<file path="src/rtl/bin_pack.sv">
`default_nettype none
// ============================================================================
//  Module   : bin_pack
//  Purpose  : Binarizes pooled signed values against a per-channel threshold
//             and packs the resulting bits LSB-first into PW-bit words.
//  Revision : 1.0 - initial release
// ============================================================================
module bin_pack #(
    parameter int DW = 32,
    parameter int PW = 16
) (
    input  logic                 clk,
    input  logic                 rst,
    input  logic                 state,
    input  logic                 ivalid,
    input  logic signed [DW-1:0] din,
    input  logic signed [DW-1:0] thresh,
    output logic                 ovalid,
    output logic [PW-1:0]        dout,
    output logic                 olast,
    output logic [7:0]           map_cnt
);

    localparam int              c_BW       = $clog2(PW);
    localparam logic [7:0]      c_LAST_L0  = 8'd143;   // 12x12 map
    localparam logic [7:0]      c_LAST_L1  = 8'd15;    // 4x4 map
    localparam logic [c_BW-1:0] c_BIDX_MAX = c_BW'(PW - 1);
    localparam logic [c_BW-1:0] c_BIDX_ONE = c_BW'(1);

    logic [7:0]      r_pix;
    logic [c_BW-1:0] r_bidx;
    logic [PW-1:0]   r_acc;
    logic            r_lay;

    logic            w_lay;
    logic [7:0]      w_last_pix;
    logic            w_bit;
    logic            w_word_end;
    logic            w_map_end;
    logic [PW-1:0]   w_acc_nxt;

    // The layer is taken live on pixel 0 so a back-to-back map starts with
    // the new layer in the very cycle it is latched.
    assign w_lay      = (r_pix == 8'd0) ? state : r_lay;
    assign w_last_pix = w_lay ? c_LAST_L1 : c_LAST_L0;
    assign w_bit      = (din >= thresh);
    assign w_word_end = (r_bidx == c_BIDX_MAX);
    assign w_map_end  = (r_pix == w_last_pix);

    always_comb begin
        w_acc_nxt         = r_acc;
        w_acc_nxt[r_bidx] = w_bit;
    end

    always_ff @(posedge clk) begin
        if (rst) begin
            r_pix   <= 8'd0;
            r_bidx  <= '0;
            r_acc   <= '0;
            r_lay   <= 1'b0;
            ovalid  <= 1'b0;
            olast   <= 1'b0;
            dout    <= '0;
            map_cnt <= 8'd0;
        end else begin
            ovalid <= 1'b0;
            olast  <= 1'b0;
            if (ivalid) begin
                if (r_pix == 8'd0) begin
                    r_lay <= state;
                end
                r_pix  <= w_map_end  ? 8'd0 : r_pix + 8'd1;
                r_bidx <= w_word_end ? '0   : r_bidx + c_BIDX_ONE;
                if (w_word_end) begin
                    dout   <= w_acc_nxt;
                    ovalid <= 1'b1;
                    olast  <= w_map_end;
                    r_acc  <= '0;
                    if (w_map_end) begin
                        map_cnt <= map_cnt + 8'd1;
                    end
                end else begin
                    r_acc <= w_acc_nxt;
                end
            end
        end
    end

endmodule
`default_nettype wire
</file>
<file path="config.mk">
export PLATFORM = sky130hd
export DESIGN_NAME = bin_pack
export DESIGN_NICKNAME = d
export VERILOG_FILES = /design/src/rtl/bin_pack.sv
export SDC_FILE = /design/constraint.sdc
export NUM_CORES = 1
export LEC_CHECK = 0
export BUFFER_PORTS_ARGS = -buffer_cell sky130_fd_sc_hd__buf_4
export CAP_MARGIN = 10
export CORE_ASPECT_RATIO = 1.2
export CORE_MARGIN = 10
export CORE_UTILIZATION = 56
export DETAILED_ROUTE_END_ITERATION = 6
export GPL_ROUTABILITY_DRIVEN = 0
export PLACE_DENSITY = 0.95
export RECOVER_POWER = 100
export SLEW_MARGIN = 40
export SYNTH_ARGS = -nofsm -noshare
export SYNTH_HDL_FRONTEND = slang
export SYNTH_SLANG_ARGS = --single-unit
</file>
<file path="constraint.sdc">
create_clock -name clk -period 5.9 [get_ports clk]
set_clock_uncertainty 0.2 [all_clocks]
set_input_delay 0.59 -clock clk [delete_from_list [all_inputs] [get_ports clk]]
set_output_delay 0.59 -clock clk [all_outputs]
set_load 0.01 [all_outputs]
</file>
=== Word level (Yosys, flattened, before mapping) ===
Index checks and enable logic that the tools add are counted.

* Add/sub/neg operators: 3
* Order comparisons: 3
* Eq/ne operators: 2
* Muxes and demuxes: 9
* Bitwise gates (word level): 2
* Reductions and logical operators: 6

{| class="wikitable"
|+ Operators by type and width
! cell !! count
|-
| $ge 32x32->1 || 1
|-
| $add 8x1->8 const B || 2
|-
| $bwmux 16 || 1
|-
| $mux 16 || 1
|-
| $mux 8 || 2
|-
| $eq 8x8->1 || 1
|-
| $logic_not 8->1 || 1
|-
| $lt 4x5->1 const B || 1
|-
| $add 4x1->4 const B || 1
|-
| $demux 1 s4 || 1
|-
| $eq 4x4->1 const B || 1
|-
| $ge 4x1->1 const B || 1
|-
| $mux 4 || 1
|-
| $mux 1 || 3
|-
| $reduce_and 3->1 || 1
|-
| $reduce_or 3->1 || 1
|-
| $not 1->1 || 2
|-
| $reduce_and 2->1 || 1
|-
| $reduce_or 2->1 || 1
|-
| $logic_and 1x1->1 || 1
|}

* Register bits: 55
* Input bits: 68
* Output and inout port bits: 26

=== Logic depth before layout (Yosys ltp) ===
* Depth in word-level cells: 6
* Depth in mapped cells: 10

=== Worst setup path after synthesis ===
Ideal clock, no wire load.

* Path type: input to register
* Start point: input thresh[31]
* End point: register dout[13]
* Arrival time: 2.651 ns
* Data required time: 5.583 ns
* Setup slack: 2.932 ns
* Cell stages on the path: 8
* Path buffers: 0
* Cells stage by stage: inv_1 ha_1 nand4_1 or4_4 a21oi_2 nor4_2 or4_1 a32o_1

* Word-level cells in the longest chain between the ends: 2

{| class="wikitable"
|+ RTL lines
! item !! RTL line !! RTL
|-
| start, declared || 17 || <nowiki>input logic signed [DW-1:0] thresh,</nowiki>
|-
| $ge 32x32->1 || 46 || <nowiki>assign w_bit = (din >= thresh);</nowiki>
|-
| $bwmux 16 || 52 || <nowiki>w_acc_nxt[r_bidx] = w_bit;</nowiki>
|-
| end signal, assigned || 75 || <nowiki>dout <= w_acc_nxt;</nowiki>
|-
| end, declared || 19 || <nowiki>output logic [PW-1:0] dout,</nowiki>
|}

No other way between the ends.
A chain may end at the register's enable or synchronous reset.

=== Worst setup path in the final report ===
* Start point: register r_pix[0]
* End point: register map_cnt[6]

* Word-level cells in the longest chain between the ends: 5

{| class="wikitable"
|+ RTL lines
! item !! RTL line !! RTL
|-
| start, declared || 30 || <nowiki>logic [7:0] r_pix;</nowiki>
|-
| start signal, assigned || 72 || <nowiki>r_pix <= w_map_end ? 8'd0 : r_pix + 8'd1;</nowiki>
|-
| $logic_not 8->1 || 44 || <nowiki>assign w_lay = (r_pix == 8'd0) ? state : r_lay;</nowiki>
|-
| $mux 1 || n/a ||
|-
| $mux 8 || 45 || <nowiki>assign w_last_pix = w_lay ? c_LAST_L1 : c_LAST_L0;</nowiki>
|-
| $eq 8x8->1 * || 48 || <nowiki>assign w_map_end = (r_pix == w_last_pix);</nowiki>
|-
| $reduce_and 3->1 (no line) * || n/a ||
|-
| end signal, assigned || 80 || <nowiki>map_cnt <= map_cnt + 8'd1;</nowiki>
|-
| end, declared || 21 || <nowiki>output logic [7:0] map_cnt</nowiki>
|}

Mark *: on every way between the ends. The rest lies on a longest branch, timed or not.

==> results.tsv <==
metric	value	unit
n_antenna_cell	0	
viasPerCell	5.548	
setup_viol	0	
synth.distinct_cells	45	
hp-class	reg -> reg	
maxCapViolCount	2	
worstSetupPathType	reg -> reg	
fin_util	0.6893	
wl_per_cell	14.44	um
vias	3007	
cts-resized-gates	0	
grt_pass1_wl	12.86	mm
die_x	88.85	um
die-area	9118	um2
gr-usage-met3	0.07510	
ys_seq_area_frac	0.3394	
path_cells	inv_1, ha_1, nor4b_1, a311oi_1, a2111oi_0, nand4_1, or3_1, a21oi_1	
setup_slack	1.966	ns
clk_latency	0.31	ns
crit_path_start_kind	flop	
failed_checks	design-rule violations, max-capacitance violations, max-slew violations	
initial_core_util	0.5696	
met1_usage	0.1798	
netlist_area	3186	um2
area_delta_synth_final	21.01	%
cts_setup_buffers	0	
synth_common_cells	dfxtp_1 (54), nand2_1 (52), a21oi_1 (40)	
syn_inst	391	
netlist.area_leader.share	0.3394	
num_rows	30	
tightest_slew	2.148	ns
crit_path_end_kind	flop	
final_nets	584	
yosysWarnings	0	
fmax	0.2542	GHz
cts_buffers	5	
pin_count	94	
dpl.hpwl	6.162	mm
yosysMostFrequentCell	dfxtp_1	
yosysTopAreaCell	dfxtp_1	
clock_sinks	54	
synth_area_leaders	dfxtp_1 (34%), ha_1 (15%), a21oi_1 (6.3%)	
clk_pin_slew	0.09	ns
outcome	finished, violations left	
slew-limit-headroom	-0.4693	
cts_max_level	2	
finalCriticalPeriod	3.934	ns
dp.cells	534	
rsz0062_at_grt	no	
clockBufferDepth	2	
finalSetupTns	0	ns
use_met2	0.2999	
grt_busiest_layer	met2	
power_density	184.9	nW/um2
core	5593	um2
final-max-slew-violation-count	26	
drive_above_1_share	0.1695	
synth.avg_cell_area	8.147	um2
cts_tree	built	
crit_required	5.95	ns
critPathBufInv	1	
hold_violations	0	
fp.dieH	102.6	um
cpMaxStageDelayCell	a2111oi_0	
ctsHoldBuffers	0	
drt_first_pass_iters	7	
layout.cells.non_filler	542	
power.leakage	1.706	nW
synth-edff-count	0	
slowest_delay	1.67	ns
synth_async_sr_flop_share	0	
port_buffers	93	
ys.flop_type	dfxtp_1	
cts-root-buf	clkbuf_8	
ant_nets	0	
cp_max_fo	9	
drtIter0Drc	221	
drc	1	
fin_crit_sh	0.6668	
overflow	0	
place_worst_setup_slack	2.661	ns
irDropWorstVdd	0.09686	mV
antenna_found_initial	0	
grt_max_degree	39	
grt_pass1_vias	3049	
crit_family	compound AO/OA/AOI/OAI gates	
synth_nets	498	
cp.arrival	3.98	ns
grtUsageTotal	0.1725	
wl	7.828	mm
power.total	712.6	uW
ys_seq_elements	54	
## layer usage
metal | vias up | part of all wire
met5 | - | 0
met4 | 0 | 0.016
met3 | 13 | 0.10
met2 | 118 | 0.49
met1 | 1355 | 0.39
li1 | 1521 | -
## registers in the layout, summed over array words and instances (netlist names)
signal / cells
ovalid: 1
map_cnt: 8
r_lay: 1
dout: 16
r_pix: 8
r_acc: 15
olast: 1
r_bidx: 4
## power breakdown
group          switching, mW  internal [mW]
clock network          0.120         0.0945
registers            0.00454          0.369
logic                 0.0623         0.0632
## kinds of logic after synthesis
| family | Yosys count | share of synthesized area |
|---|---|---|
| and+or+nand+nor | 138 | 0.2215 |
| AOI/OAI and AO/OA | 90 | 0.1736 |
| DFF | 54 | 0.3394 |
| buffers and inverters | 52 | 0.06167 |
| adders and majority gates | 39 | 0.1532 |
| xor gates and xnor gates | 15 | 0.04124 |
| muxes | 3 | 0.009427 |
## final timing paths
path / from / end / slack [ns] / cells after the start
worst max-delay path: r_pix[0] / map_cnt[6] / 1.97 / 8
worst min-delay path: r_acc[9] / dout[9] / 0.26 / 2
worst max register to register: r_pix[0] / map_cnt[6] / 1.97 / 8
worst min register to register: r_acc[9] / dout[9] / 0.26 / 2
## worst min-delay path, delay by kind of cell, from the launching register on
kind | cells | cell delay, ns
AOI/OAI and AO/OA | 1 | 0.05
DFF | 1 | 0.32
and+or+nand+nor | 1 | 0.05
## cell type report
class	count	area (um2)
clock buffers	6	82.58
clock inverters	2	12.51
fillers	460	1738
inverters	38	142.6
multi-input cells	285	1856
flip-flops and latches	54	1081
well taps	64	80.08
repair buffers	93	600.6
## through the flow
step,cell area (um2),hold slack (ns)
floorplan,3186,0.2284
finish,3855,0.2567
CTS,4008,0.2575
global route,3855,0.2801
global placement,3910,0.2393
detailed placement,3913,0.2452
## cells in the final DEF (no fill, tap or decap), types with 14 or more instances in the layout
cell	n
nand2_1	52
inv_1	38
o21ai_0	30
a21oi_1	41
nand4_1	14
ha_1	39
clkbuf_1	26
dfxtp_1	54
nor2_1	28
buf_4	66
(Power assumes the default switching activity.)
